## src/rtl/noc_local_flit_switch.sv

```systemverilog
`timescale 1ns/1ps
// Cluster flit switch: LOCAL_PORTS GPU ports plus one uplink.
// Each input has a FIFO. Each output has a round-robin arbiter and a registered stage.
module noc_local_flit_switch #(
  parameter int LOCAL_PORTS = 4,
  parameter int BASE_ID     = 20,
  parameter int FIFO_DEPTH  = 4,
  parameter int FLIT_W      = 16
) (
  input  logic                              ACLK,
  input  logic                              ARESET,
  input  logic [(LOCAL_PORTS+1)*FLIT_W-1:0] in_data,
  input  logic [LOCAL_PORTS:0]              in_valid,
  output logic [LOCAL_PORTS:0]              in_ready,
  output logic [(LOCAL_PORTS+1)*FLIT_W-1:0] out_data,
  output logic [LOCAL_PORTS:0]              out_valid,
  input  logic [LOCAL_PORTS:0]              out_ready,
  output logic [15:0]                       drop_count
);
  localparam int P      = LOCAL_PORTS + 1;
  localparam int PW     = (P > 1) ? $clog2(P) : 1;
  localparam int AW     = $clog2(FIFO_DEPTH);
  localparam int CW     = AW + 1;
  localparam int UPLINK = LOCAL_PORTS;

  logic [FLIT_W-1:0] mem_q [P][FIFO_DEPTH];
  logic [FLIT_W-1:0] mem_d [P][FIFO_DEPTH];
  logic [AW-1:0]     wr_ptr_q [P];
  logic [AW-1:0]     wr_ptr_d [P];
  logic [AW-1:0]     rd_ptr_q [P];
  logic [AW-1:0]     rd_ptr_d [P];
  logic [CW-1:0]     count_q [P];
  logic [CW-1:0]     count_d [P];
  logic [PW-1:0]     rr_ptr_q [P];
  logic [PW-1:0]     rr_ptr_d [P];
  logic [FLIT_W-1:0] out_data_q [P];
  logic [FLIT_W-1:0] out_data_d [P];
  logic [P-1:0]      out_valid_q, out_valid_d;
  logic [15:0]       drop_count_q, drop_count_d;

  logic [P-1:0]      push, pop, not_empty, drop, can_load, grant_valid;
  logic [FLIT_W-1:0] head [P];
  logic [5:0]        dest [P];
  logic [PW-1:0]     target [P];
  logic [PW-1:0]     grant_src [P];
  logic [PW-1:0]     idx;
  int unsigned       idx_w;

  // FIFO status, head flit and its routing target per input
  always_comb begin
    for (int unsigned i = 0; i < P; i++) begin
      in_ready[i]  = (count_q[i] != CW'(FIFO_DEPTH)) && !ARESET;
      push[i]      = in_valid[i] && in_ready[i];
      not_empty[i] = (count_q[i] != '0);
      head[i]      = mem_q[i][rd_ptr_q[i]];
      dest[i]      = head[i][FLIT_W-1 -: 6];
      if ((32'(dest[i]) >= 32'(BASE_ID)) && (32'(dest[i]) < 32'(BASE_ID + LOCAL_PORTS)))
        target[i] = PW'(32'(dest[i]) - 32'(BASE_ID));
      else
        target[i] = PW'(UPLINK);
      drop[i] = not_empty[i] && (i == 32'(UPLINK)) && (target[i] == PW'(UPLINK));
    end
  end

  // Round-robin search per output starting after the last winner
  always_comb begin
    idx_w = 0;
    idx   = '0;
    for (int unsigned j = 0; j < P; j++) begin
      can_load[j]    = !out_valid_q[j] || out_ready[j];
      grant_valid[j] = 1'b0;
      grant_src[j]   = '0;
      for (int unsigned k = 1; k <= P; k++) begin
        idx_w = 32'(rr_ptr_q[j]) + k;
        if (idx_w >= 32'(P))
          idx_w = idx_w - 32'(P);
        idx = PW'(idx_w);
        if (!grant_valid[j] && not_empty[idx] && !drop[idx] && (target[idx] == PW'(j))) begin
          grant_valid[j] = 1'b1;
          grant_src[j]   = idx;
        end
      end
      grant_valid[j] = grant_valid[j] && can_load[j];
    end
  end

  // Pops, output stage, RR pointers and drop counter next-state
  always_comb begin
    pop = drop;
    for (int unsigned j = 0; j < P; j++) begin
      rr_ptr_d[j]    = rr_ptr_q[j];
      out_data_d[j]  = out_data_q[j];
      out_valid_d[j] = out_valid_q[j];
      if (grant_valid[j]) begin
        pop[grant_src[j]] = 1'b1;
        out_data_d[j]     = head[grant_src[j]];
        out_valid_d[j]    = 1'b1;
        rr_ptr_d[j]       = grant_src[j];
      end else if (out_ready[j]) begin
        out_valid_d[j] = 1'b0;
      end
    end
    drop_count_d = drop_count_q;
    if ((|drop) && (drop_count_q != '1))
      drop_count_d = drop_count_q + 16'd1;
  end

  // FIFO write and pointer/occupancy next-state
  always_comb begin
    mem_d = mem_q;
    for (int unsigned i = 0; i < P; i++) begin
      wr_ptr_d[i] = wr_ptr_q[i] + AW'(push[i]);
      rd_ptr_d[i] = rd_ptr_q[i] + AW'(pop[i]);
      count_d[i]  = count_q[i] + CW'(push[i]) - CW'(pop[i]);
      if (push[i])
        mem_d[i][wr_ptr_q[i]] = in_data[i*FLIT_W +: FLIT_W];
    end
  end

  // Control state with synchronous reset
  always_ff @(posedge ACLK) begin
    if (ARESET) begin
      for (int unsigned i = 0; i < P; i++) begin
        wr_ptr_q[i]   <= '0;
        rd_ptr_q[i]   <= '0;
        count_q[i]    <= '0;
        rr_ptr_q[i]   <= PW'(P - 1);
        out_data_q[i] <= '0;
      end
      out_valid_q  <= '0;
      drop_count_q <= '0;
    end else begin
      wr_ptr_q     <= wr_ptr_d;
      rd_ptr_q     <= rd_ptr_d;
      count_q      <= count_d;
      rr_ptr_q     <= rr_ptr_d;
      out_data_q   <= out_data_d;
      out_valid_q  <= out_valid_d;
      drop_count_q <= drop_count_d;
    end
  end

  // FIFO storage; contents are don't-care while empty
  always_ff @(posedge ACLK) begin
    mem_q <= mem_d;
  end

  // Pack registered outputs
  always_comb begin
    out_data = '0;
    for (int unsigned j = 0; j < P; j++)
      out_data[j*FLIT_W +: FLIT_W] = out_data_q[j];
  end

  assign out_valid  = out_valid_q;
  assign drop_count = drop_count_q;

endmodule

```

## config.mk

```make
export PLATFORM = sky130hd
export DESIGN_NAME = noc_local_flit_switch
export DESIGN_NICKNAME = d
export VERILOG_FILES = /design/src/rtl/noc_local_flit_switch.sv
export SDC_FILE = /design/constraint.sdc
export NUM_CORES = 1
export LEC_CHECK = 0
export BUFFER_PORTS_ARGS = -buffer_cell sky130_fd_sc_hd__clkbuf_2
export CAP_MARGIN = 20
export CORE_MARGIN = 4
export CORE_UTILIZATION = 57
export CTS_CLUSTER_SIZE = 25
export DETAILED_ROUTE_END_ITERATION = 16
export PLACE_DENSITY = 0.82
export SLEW_MARGIN = 10
export SYNTH_ARGS = -nofsm -noshare
export SYNTH_HDL_FRONTEND = slang
export SYNTH_SLANG_ARGS = --single-unit
```

## constraint.sdc

```tcl
create_clock -name ACLK -period 6.5 [get_ports ACLK]
set_clock_uncertainty 0.1 [all_clocks]
set_input_delay 0.325 -clock ACLK [delete_from_list [all_inputs] [get_ports ACLK]]
set_output_delay 0.325 -clock ACLK [all_outputs]
set_load 0.02 [all_outputs]
```

==> results of run 1 <==
==> critical path, delay by kind of cell (launching register included) <==
kind,cells,cell delay (ps)
compound gates,6,2000
xor+xnor,2,340
flops,1,540
buf+inv,3,570
simple gates,5,1010
fa+ha+maj,4,1400
==> synth_stat cells (12+ instances only) <==
cell type,number
a211oi_1,13
a21o_1,15
a21oi_1,101
a221oi_1,16
a22oi_1,15
a2bb2oi_1,31
a311oi_1,13
a31oi_1,18
and2_1,20
and3_1,32
buf_1,15
buf_2,15
clkbuf_1,87
dfxtp_1,151
edfxtp_1,320
ha_1,69
inv_1,86
mux2i_1,84
mux4_2,87
nand2_1,104
nand2b_1,41
nand3_1,49
nand3b_1,13
nand4_1,24
nor2_1,143
nor2b_1,67
nor3_1,53
nor3b_1,18
nor4_1,13
o211a_1,20
o211ai_1,12
o21ai_0,98
o221a_2,12
o22ai_1,17
o31ai_1,27
or2_2,13
or3_1,19
xnor2_1,33
xor2_1,14
==> final timing paths <==
check / from / end / slack [ps]
max reg2reg: rr_ptr_q[13] / count_q[8] / 380
min reg2reg: out_data[12] / out_data[12] / 360
min: out_ready[0] / out_valid[0] / 60
max: rr_ptr_q[13] / count_q[8] / 380
==> stage by stage <==
step	total power, uW	area [sq um]	hold slack (ps)	utilization [%]
floorplan	8370	25100	324	-
detailed placement	10400	27000	346	62.5
finish	13400	29400	55.7	67.9
global route	14000	29400	42.2	67.9
CTS	13200	29400	17.2	67.9
global placement	10200	27000	333	62.5
==> final cells by class <==
type,count,area share (%)
sequential,471,43.0
multi-input combinational,1480,40.0
timing repair buffer,359,8.19
clock buffer,57,4.27
tap,585,2.49
inverter,89,1.14
clock inverter,30,0.975
==> power by group <==
group	switching, uW	internal (uW)	leakage [uW]
Clock	1230	1520	0.000749
Combinational	4150	2640	0.00611
Sequential	338	3550	0.00414
==> cell families (layout without fill, tap and decap cells) <==
family	Yosys count	in the layout	synth area share, %
DFF	471	471	50.4
and+or+nand+nor	657	657	14.2
xor gates and xnor gates	47	47	1.64
buffers and inverters	213	535	3.40
AOI/OAI and AO/OA	516	516	14.6
adders and majority gates	79	79	4.24
muxes	181	181	11.6
==> metal layers <==
layer  GRT usage (%)  part of all wire, %  up-vias
met3            6.47                  9.3      301
met1            42.9                   36     9943
met2            56.5                   48     1228
met5               0                    0        -
li1                -                    -     8922
met4            16.7                  5.9        0
==> registers in the layout, summed over array words and instances (netlist names) <==
name / count
out_data: 80
mem_q: 320
rd_ptr_q: 10
rr_ptr_q: 15
drop_count: 16
count_q: 15
out_valid: 5
wr_ptr_q: 10
==> timing repair <==
action,CTS,global route
hold buffers,81,0
setup buffers,0,0
setup endpoints to repair,0,2
hold endpoints to repair,321,0
resized for setup,0,1
==> flow_summary.yaml, run 1 <==
run_status:
  status: "finished, final reports clean"
setup_path:
  crit_required_ps: 6840
  end_kind: "register"
  max_stage_delay_ps: 550
  critPathLaunchType: "register"
  crit_arrival_ps: 6460
  cp_max_fo: 10
  reg2regPathDepth: 20
  timing.critical_path.mode_cell: "ha_1"
  criticalPathCategory: "register to register"
  cp_slowest_cell: "o41ai_1"
  worstPathCellList: "inv_1 > ha_1 > clkinv_1 > o41ai_1 > and4b_1 > o22a_1 > o221a_2 > nor4_1 > nand2_1 > o32a_1 > nor2b_1 > a221oi_1 > o21ai_0 > ha_1 > inv_1 > ha_1 > fa_1 > xnor2_1 > xnor2_1 > nor2_1"
floorplan:
  core_area_sq_mm: 0.0433
  boundaryPins: 198
  num_rows: 76
  initial_core_util_pct: 58.0
  die_h_microns: 218
  fp.dieW_microns: 218
  die_area_sq_mm: 0.0474
yosys:
  ys_warn_count: 0
  ys_seq_area_share_pct: 50.4
  synth_top_cell_by_area: "edfxtp_1"
  syn-num-nets: 2335
  ys_types: 95
  synth_cells: 2164
  async_flop_share_pct: 0
  synthTopCellsByArea: "edfxtp_1, dfxtp_1, mux4_2"
  synth.avg_cell_area_sq_um: 11.6
  synth_top_area_share_pct: 38.3
  ys.flop_type: "edfxtp_1"
  syn_area_sq_mm: 0.0251
  ys_seq_elements: 471
  synth_edf_count: 320
clocking:
  cts.sinks: 471
  h-tree-depth: 2
  insertion_delay_ps: 600
  path_clk_slew_ps: 70
  cts_root_buf: "clkbuf_16"
  numCtsBuffers: 47
  cts_buffer_depth: 3
  cts_tree: "done"
placed_design:
  pre_cts_slack_ps: 409
  place_congestion: 0.982
  dp_hpwl_microns: 56400
  port_buffers: 197
  dp_cells: 2903
hold_path:
  min_path_cells: 3
  min_path_type: "primary input to register"
drt:
  wl_microns: 81700
  first_pass_iters: 7
  wl_per_cell_microns: 26.6
  drcViolationCount: 0
  via_count: 20400
  viasPerCell: 6.64
  drt_iter0_drc: 2252
  ant_nets: 0
grt:
  grt_overflow: 0
  grt_use_total_pct: 33.9
  antenna_found_initial: 0
  grt_pass1_vias: 20100
  grt_max_degree: 50
  grt_first_pass_wirelength_microns: 124000
timing:
  setup_slack_ps: 379
  tightest_slew_ps: 1080
  tns_ps: 0
  finalSetupViolations: 0
  drv_slew: 0
  period_share_pct: 94.2
  fmax_mhz: 163
  rsz0062_at_grt: "no"
  fin_crit_ps: 6120
  slew_headroom_pct: 27.5
  final_hold_viol_count: 0
cells_and_area:
  fill_cells: 3029
  fin_cells: 3071
  drive_gt1_share_pct: 20.8
  multi_input_area_sq_mm: 0.0117
  layout_common_cells: "edfxtp_1, clkbuf_2, dfxtp_1, nor2_1, nand2_1"
  final_common_cell: "edfxtp_1"
  num_antenna_cells: 0
  regArea_sq_mm: 0.0126
  nNetsFinal: 2619
  area_growth_pct: 17.1
job:
  maxCapViolations: 0
power_and_ir_drop:
  power_density_mw_per_mm2: 456
  ir_drop_v: 0.000511
  power.leakage_uw: 0.0110
(Power assumes the default switching activity.)
==> run 2: changes to the inputs <==
Settings changed: HOLD_SLACK_MARGIN set to 0.06.
==> run 2 against run 1 <==
Effect of this change:
- critical path depth decreased by 1
- cell count about the same
- global-route usage barely moved
- final area hardly changed
- count of clock-buffer cells in the layout unchanged
- register-to-register slack is essentially flat
- non-clock buffer count increased by 2
- via count is essentially flat
- power about the same
- critical path type unchanged
- critical endpoint is now count_q[11]
- largest power group unchanged
- highest routed layer unchanged
==> flow_summary.yaml, run 2 (synthesis results as in run 1) <==
power_and_ir_drop:
  pwr-share-clk_pct: 20.5
  p_total_uw: 13400
  p_int_uw: 7700
  swShare_pct: 42.6
  power.leakage_uw: 0.0110
  ir_drop_v: 0.000513
  power_frac_seq_pct: 29.0
  power_frac_comb_pct: 50.6
  power.net_switching_uw: 5710
  power_density_mw_per_mm2: 456
hold_path:
  min_path_cells: 3
  min_path_type: "primary input to register"
setup_path:
  cp_max_fo: 23
  end_kind: "register"
  reg2regPathDepth: 19
  criticalPathCategory: "register to register"
  crit_arrival_ps: 6480
  crit_required_ps: 6850
  critPathLaunchType: "register"
timing:
  period_share_pct: 94.2
  drv_slew: 0
  fmax_mhz: 163
  tightest_slew_ps: 1100
  slew_headroom_pct: 26.4
  tns_ps: 0
  fin_crit_ps: 6130
  finalSetupViolations: 0
  rsz0062_at_grt: "no"
  setup_slack_ps: 375
  final_hold_viol_count: 0
cells_and_area:
  layout_common_cells: "edfxtp_1, clkbuf_2, dfxtp_1, nor2_1, nand2_1"
  nNetsFinal: 2621
  num_antenna_cells: 0
  fill_cells: 3027
  area_growth_pct: 17.2
  largest_reg_flops: 320
  drive_gt1_share_pct: 20.8
  top_register: "mem_q"
  final_common_cell: "edfxtp_1"
drt:
  wl_per_cell_microns: 26.6
  drcViolationCount: 0
  wl_met1_microns: 29700
  routed-wl-met3_microns: 7540
  wl_microns: 81800
  wl_met2_microns: 39700
  drt_iter0_drc: 2366
  first_pass_iters: 6
  viasPerCell: 6.64
  via_count: 20400
  top_layer: "met4"
  ant_nets: 0
floorplan:
  die_h_microns: 218
  core_area_sq_mm: 0.0433
  fp.dieW_microns: 218
  boundaryPins: 198
  num_rows: 76
  die_area_sq_mm: 0.0474
  initial_core_util_pct: 58.0
clocking:
  cts.sinks: 471
  cts_root_buf: "clkbuf_16"
  insertion_delay_ps: 600
  numCtsBuffers: 47
  cts_buffer_depth: 3
  path_clk_slew_ps: 70
  post_cts_buffers: 0
  h-tree-depth: 2
  cts_tree: "done"
run_status:
  status: "finished, final reports clean"
placed_design:
  port_buffers: 197
  pre_cts_slack_ps: 409
  place_congestion: 0.982
  dp_hpwl_microns: 56400
job:
  maxCapViolations: 0
grt:
  grt_max_degree: 50
  grt_first_pass_wirelength_microns: 124000
  grt_pass1_vias: 20100
  grt_overflow: 0
  grt_use_total_pct: 33.9
  antenna_found_initial: 0
-- run 2: cell count changes in the layout (fill, tap and decap cells not counted) --
cell	delta
dlygate4sd3_1	+2
-- run 2: layout make-up --
cell class                      count  area (sq um)  share of cell area [%]
Clock buffer                       57          1250                    4.27
Timing Repair Buffer              361          2430                    8.25
Inverter                           89           334                    1.14
Multi-Input combinational cell   1480         11700                    39.9
Tap cell                          585           732                    2.49
Clock inverter                     30           287                   0.974
Sequential cell                   471         12600                    43.0
-- run 2: final timing paths --
kind                              startpoint  slack (ps)            to
worst max-delay path             rd_ptr_q[6]         370   count_q[11]
worst min-delay path            out_ready[1]         110  out_valid[1]
worst max register to register   rd_ptr_q[6]         370   count_q[11]
worst min register to register  out_data[12]         360  out_data[12]
-- run 2: critical path, stage by stage, from the launching register on --
cell and delay [ps]:
dfxtp_1 430, buf_4 270, mux4_2 560, and4bb_2 600, nand4_1 280, a2111oi_0 610
o22ai_1 300, nor4bb_1 210, o32ai_1 440, o31ai_4 200, buf_4 300, a22oi_1 210
nand3_1 250, ha_1 350, inv_1 70, ha_1 150, inv_1 60, fa_1 370
xnor2_1 160, nor2_1 50
-- run 2: power by group through the flow --
| stage | Combinational [uW] | Clock (uW) | Sequential [uW] |
|---|---|---|---|
| floorplan | 4430 | 0 | 3940 |
| global placement | 6300 | 0 | 3910 |
| detailed placement | 6460 | 0 | 3930 |
| CTS | 6580 | 2730 | 3870 |
| global route | 7200 | 2890 | 3910 |
| finish | 6780 | 2740 | 3880 |
-- run 2: routing by layer --
| layer | GRT usage [%] | vias to the layer above |
|---|---|---|
| met5 | 0 | - |
| li1 | - | 8927 |
| met1 | 42.9 | 9958 |
| met3 | 6.45 | 288 |
| met2 | 56.5 | 1217 |
| met4 | 16.7 | 0 |
-- run 2: what timing repair did --
item	in CTS	in global routing
resized for setup	0	1
hold buffers	83	0
hold endpoints to repair	323	0
setup endpoints to repair	0	2
-- run 2: through the flow --
step	instances	hold WS (ps)	util, %	area [sq um]
final	3073	106	68.0	29400
after CTS	3073	85.1	68.0	29400
after floorplan	2164	324	-	25100
after global placement	2903	333	62.5	27000
after global routing	3073	129	68.0	29400
after detailed placement	2903	346	62.5	27000
